<file path="config.mk">
export PLATFORM = sky130hd
export DESIGN_NAME = mem_port_arbiter
export DESIGN_NICKNAME = d
export VERILOG_FILES = /design/src/rtl/mem_port_arbiter.sv
export SDC_FILE = /design/constraint.sdc
export NUM_CORES = 1
export LEC_CHECK = 0
export CORE_AREA = 3 3 101 103
export CTS_CLUSTER_DIAMETER = 60
export CTS_CLUSTER_SIZE = 28
export DETAILED_ROUTE_END_ITERATION = 7
export DIE_AREA = 0 0 104 106
export GPL_TIMING_DRIVEN = 1
export PLACE_DENSITY = 0.6
export SLEW_MARGIN = 25
export SYNTH_ARGS = -nofsm -noshare
export SYNTH_HDL_FRONTEND = slang
export SYNTH_SLANG_ARGS = --single-unit
</file>
<file path="constraint.sdc">
create_clock -name clk -period 2.2 [get_ports clk]
set_input_delay 0.44 -clock clk [delete_from_list [all_inputs] [get_ports clk]]
set_output_delay 0.44 -clock clk [all_outputs]
set_load 0.005 [all_outputs]
</file>
<file path="src/rtl/mem_port_arbiter.sv">
// mem_port_arbiter: grants one access at a time to a single-ported, fixed-latency
// unified memory, shared by instruction fetch and the MEM-stage data port.
// Optional build macro STARVE_GUARD_EN adds a fetch anti-starvation counter;
// without it data always wins a simultaneous request.
module mem_port_arbiter #(
  parameter int unsigned MEM_LATENCY  = 2,
  parameter int unsigned STARVE_LIMIT = 4
) (
  input  logic        clk,
  input  logic        reset,
  input  logic        if_req,
  input  logic [31:0] if_addr,
  output logic [31:0] if_rdata,
  output logic        if_ack,
  input  logic        d_req,
  input  logic        d_we,
  input  logic [31:0] d_addr,
  input  logic [31:0] d_wdata,
  output logic [31:0] d_rdata,
  output logic        d_ack,
  output logic        mem_en,
  output logic        mem_we,
  output logic [31:0] mem_addr,
  output logic [31:0] mem_wdata,
  input  logic [31:0] mem_rdata,
  output logic        stall_if,
  output logic        stall_mem
);

  localparam int unsigned   LW       = $clog2(MEM_LATENCY + 1);
  localparam logic [LW-1:0] LAT_LOAD = LW'(MEM_LATENCY);
  localparam logic [LW-1:0] LAT_LAST = LW'(1);

  if (MEM_LATENCY == 0 || STARVE_LIMIT == 0) begin : g_param_check
    $error("mem_port_arbiter: MEM_LATENCY and STARVE_LIMIT must be >= 1");
  end

  typedef enum logic [1:0] {IDLE, BUSY_I, BUSY_D} state_t;

  state_t        state_q, state_d;
  logic [LW-1:0] lat_cnt_q, lat_cnt_d;
  logic          we_q, we_d;       // in-flight data access is a write
  logic          grant_i, grant_d;
  logic          ack_i, ack_d;
  logic          fetch_first;      // fetch overrides data priority this cycle

`ifdef STARVE_GUARD_EN
  localparam int unsigned   SW         = $clog2(STARVE_LIMIT + 1);
  localparam logic [SW-1:0] STARVE_MAX = SW'(STARVE_LIMIT);

  logic [SW-1:0] starve_cnt_q, starve_cnt_d;

  assign fetch_first = (starve_cnt_q == STARVE_MAX);

  // Count data grants made while fetch waits; clear once fetch wins or stops asking
  always_comb begin
    starve_cnt_d = starve_cnt_q;
    if (state_q == IDLE) begin
      if (!if_req || grant_i) begin
        starve_cnt_d = '0;
      end else if (grant_d && (starve_cnt_q != STARVE_MAX)) begin
        starve_cnt_d = starve_cnt_q + 1'b1;
      end
    end
  end

  // Starvation counter register
  always_ff @(posedge clk or negedge reset) begin
    if (!reset) starve_cnt_q <= '0;
    else        starve_cnt_q <= starve_cnt_d;
  end
`else
  assign fetch_first = 1'b0;
`endif

  // Arbitration, issue and latency countdown
  always_comb begin
    state_d   = state_q;
    lat_cnt_d = lat_cnt_q;
    we_d      = we_q;
    grant_i   = 1'b0;
    grant_d   = 1'b0;
    ack_i     = 1'b0;
    ack_d     = 1'b0;
    unique case (state_q)
      IDLE: begin
        if (d_req && !(if_req && fetch_first)) grant_d = 1'b1;
        else if (if_req)                       grant_i = 1'b1;
        if (grant_d) begin
          state_d   = BUSY_D;
          lat_cnt_d = LAT_LOAD;
          we_d      = d_we;
        end else if (grant_i) begin
          state_d   = BUSY_I;
          lat_cnt_d = LAT_LOAD;
        end
      end
      BUSY_I, BUSY_D: begin
        lat_cnt_d = lat_cnt_q - 1'b1;
        if (lat_cnt_q == LAT_LAST) begin
          ack_i   = (state_q == BUSY_I);
          ack_d   = (state_q == BUSY_D);
          state_d = IDLE;
        end
      end
      default: state_d = IDLE;
    endcase
  end

  // State, latency counter and write flag registers
  always_ff @(posedge clk or negedge reset) begin
    if (!reset) begin
      state_q   <= IDLE;
      lat_cnt_q <= '0;
      we_q      <= 1'b0;
    end else begin
      state_q   <= state_d;
      lat_cnt_q <= lat_cnt_d;
      we_q      <= we_d;
    end
  end

  // Issue side is gated by reset so nothing reaches memory while held in reset
  assign mem_en    = reset & (grant_i | grant_d);
  assign mem_we    = reset & grant_d & d_we;
  assign mem_addr  = !reset ? '0 : grant_d ? d_addr : grant_i ? if_addr : '0;
  assign mem_wdata = (reset & grant_d & d_we) ? d_wdata : '0;

  assign if_ack    = ack_i;
  assign d_ack     = ack_d;
  assign if_rdata  = ack_i ? mem_rdata : '0;
  assign d_rdata   = (ack_d && !we_q) ? mem_rdata : '0;

  assign stall_if  = reset & if_req & ~ack_i;
  assign stall_mem = reset & d_req & ~ack_d;

endmodule

</file>
==> flow_metrics.py <==
metrics = {
    "outcome": {
        "status": "complete, no violations",
    },
    "clock_network": {
        "cts_tree": "yes",
        "cts_buffers": 3,
        "cts-root-buf": "clkbuf_8",
        "clock_latency_ns": 0.22,
        "cts_sinks": 5,
        "htreeDepth": 1,
        "hold_buffers": 0,
        "clk_path_buf_depth": 2,
        "clkTransAtPathRegs_ns": 0.04,
    },
    "detailed_routing": {
        "post_drt_wl_per_cell_um": 17.3,
        "ant_nets": 0,
        "vias": 2558,
        "wl_mm": 10.6,
        "first_pass_iters": 4,
        "first_iter_violations": 87,
        "vias_per_cell": 4.16,
        "drc": 0,
    },
    "power": {
        "combPwrFrac": 0.807,
        "p_int_w": 0.00115,
        "powerDensity_mw_per_mm2": 393,
        "p_sw_w": 0.000607,
        "irDropWorstVdd_mv": 0.428,
        "seqPwrFrac": 0.096,
        "p_leak_nw": 2.42,
        "switching_share": 0.346,
        "power_w": 0.00175,
        "clkPwrFrac": 0.097,
    },
    "layout": {
        "utilization": 0.481,
        "layout.cells.non_filler": 615,
        "layout_commonest_cell": "clkdlybuf4s50_1",
        "syn2layout_area_growth_pct": 219,
        "final_cell_mix": "clkdlybuf4s50_1 (129), and2_1 (62), dlygate4sd2_1 (56)",
        "seq_area_um2": 125,
        "num_antenna_cells": 0,
        "fill_cells": 951,
        "drive_above_1_share": 0.261,
        "design_area_mm2": 0.00446,
        "nNetsFinal": 625,
        "multi_input_area_mm2": 0.00117,
    },
    "synthesis": {
        "yosys_warnings": 0,
        "synthesis.nets": 326,
        "ys_seq_area_frac": 0.0895,
        "syn_area_per_cell_um2": 7.43,
        "ys_ff_latch": 5,
        "syn_area_mm2": 0.00140,
        "syn_inst": 188,
        "synth_cell_types": 27,
    },
    "placement": {
        "placed_cell_area_mm2": 0.00431,
        "place_inst": 586,
        "gp_congestion": 0.881,
        "dpl.hpwl_mm": 8.18,
        "io_buffers": 266,
    },
    "sta": {
        "max_freq_mhz": 459,
        "hold_viol": 0,
        "setup_violations": 0,
        "fin_skew_ns": 0.000430,
        "min_period_ns": 2.18,
        "finalCritPeriodShare": 0.990,
        "final_max_slew_viol_count": 0,
        "tns_ns": 0,
        "rsz0062_at_grt": "yes",
        "maxSlewHeadroom": 0.725,
        "worstMarginPinSlew_ns": 0.412,
    },
    "setup_path": {
        "cp_slowest_cell": "dfrtp_1",
        "crit_family": "buffers and inverters",
        "cp_num_buf_inv": 5,
        "crit_path_end_kind": "output pin",
        "arrival_ns": 1.74,
        "crit_path_max_incr_delay_ns": 0.39,
        "worst_setup_path_start_kind": "flip-flop",
        "cp_cell_sequence": "inv_2, ha_4, buf_4, nand2b_4, nor2_4, buf_12, buf_16, a22o_1, clkdlybuf4s15_1",
        "criticalPathCategory": "flip-flop to output pin",
        "crit_required_ns": 1.76,
        "cp_max_fo": 12,
    },
    "die": {
        "row_count": 35,
        "coreArea_mm2": 0.00928,
        "io_pins": 267,
        "die_width_um": 104,
        "initial_core_util": 0.151,
        "fp.dieH_um": 106,
        "die-area_mm2": 0.0110,
    },
    "flow_run": {
        "drv_cap": 0,
    },
    "global_routing": {
        "grt_first_pass_wirelength_mm": 15.3,
        "antenna_found_initial": 0,
        "grt_max_degree": 28,
        "grt_usage": 0.173,
        "grt-ovfl-total": 0,
        "grt_pass1_vias": 2465,
    },
    "min_path": {
        "min_path_type": "primary input to async pin",
    },
}
path summary, 6_finish.rpt:
kind / from / end / slack, ns / cells after the start
max: state_q[1] / mem_addr[6] / 0.02 / 9
min: reset / lat_cnt_q[0] / 0.33 / 2
max reg2reg: state_q[1] / lat_cnt_q[0] / 0.56 / 8
min reg2reg: lat_cnt_q[0] / lat_cnt_q[0] / 0.49 / 1
max in group asynchronous: reset / we_q / 1.77 / 2
min in group clk: lat_cnt_q[0] / lat_cnt_q[0] / 0.49 / 1
sequential cells by signal, summed over array words and instances, names as in the netlist:
signal     cells
state_q        2
we_q           1
lat_cnt_q      2
power groups by stage:
stage	clock network (W)	logic [W]	registers, W
3_5_place_dp	0	0.00119	0.000163
6_report	0.000169	0.00142	0.000169
4_1_cts	0.000173	0.00136	0.000169
2_1_floorplan	0	0.000468	0.000159
5_1_grt	0.000181	0.00154	0.000174
3_3_place_gp	0	0.00118	0.000160
per-layer routing:
metal | part of all wire | vias to the layer above | track usage
met2 | 0.53 | 122 | 0.329
met3 | 0.066 | 4 | 0.0376
met5 | 0 | - | 0
met1 | 0.40 | 1164 | 0.206
li1 | - | 1268 | -
met4 | 0.0057 | 0 | 0.0114
repair_timing:
action,4_1_cts,5_1_grt
gates cloned,6,2
endpoints found under the setup margin,133,71
setup buffers,14,6
pin swaps,7,6
endpoints found under the hold margin,0,0
resized for setup,260,84
worst reg2reg max path, stage by stage (launching register included):
cell and delay [ns]:
dfrtp_1 0.39, inv_2 0.09, ha_4 0.15, buf_4 0.10, buf_4 0.09, buf_4 0.11
nor3b_1 0.37, o21ai_0 0.15, o41ai_1 0.09
cell families after synthesis:
| family | synth area share |
|---|---|
| simple gates | 0.491 |
| compound gates | 0.244 |
| buf+inv | 0.123 |
| fa+ha+maj | 0.0448 |
| flops | 0.0895 |
| mux | 0.00806 |
metrics by stage:
stage | setup slack [ns] | hold WS [ns]
after floorplan | 0.390 | 0.144
after global placement | -0.395 | 0.473
after detailed placement | -0.381 | 0.497
after CTS | -0.168 | 0.327
after global routing | -0.0750 | 0.352
final | 0.0228 | 0.331
area by class of cell:
class / instances / area share
well taps: 129 / 0.0362
multi-input cells: 157 / 0.263
repair buffers: 314 / 0.658
inverters: 6 / 0.00504
clock buffers: 4 / 0.0101
flip-flops and latches: 5 / 0.0280
cells in the mapped netlist:
cell type | count | share of area
nor2_4 | 1 | 0.0081
and3_4 | 1 | 0.0081
ha_1 | 5 | 0.045
nand3_1 | 1 | 0.0036
a22o_1 | 32 | 0.20
o31ai_1 | 1 | 0.0054
o41ai_1 | 1 | 0.0063
nor3b_1 | 1 | 0.0054
clkbuf_1 | 3 | 0.0081
and3_1 | 34 | 0.15
buf_6 | 4 | 0.032
inv_1 | 6 | 0.016
clkbuf_2 | 6 | 0.021
a2bb2oi_1 | 1 | 0.0063
and2_1 | 65 | 0.29
nor2_1 | 3 | 0.0081
buf_2 | 2 | 0.0072
buf_8 | 2 | 0.021
dfrtp_1 | 5 | 0.090
o21ai_0 | 2 | 0.0072
buf_4 | 3 | 0.016
o22ai_1 | 1 | 0.0045
mux2_2 | 1 | 0.0081
a21oi_1 | 2 | 0.0072
o211a_1 | 1 | 0.0072
nand2_1 | 2 | 0.0054
nand2b_1 | 2 | 0.0090
Note: power is estimated with default switching activity, not from simulation.
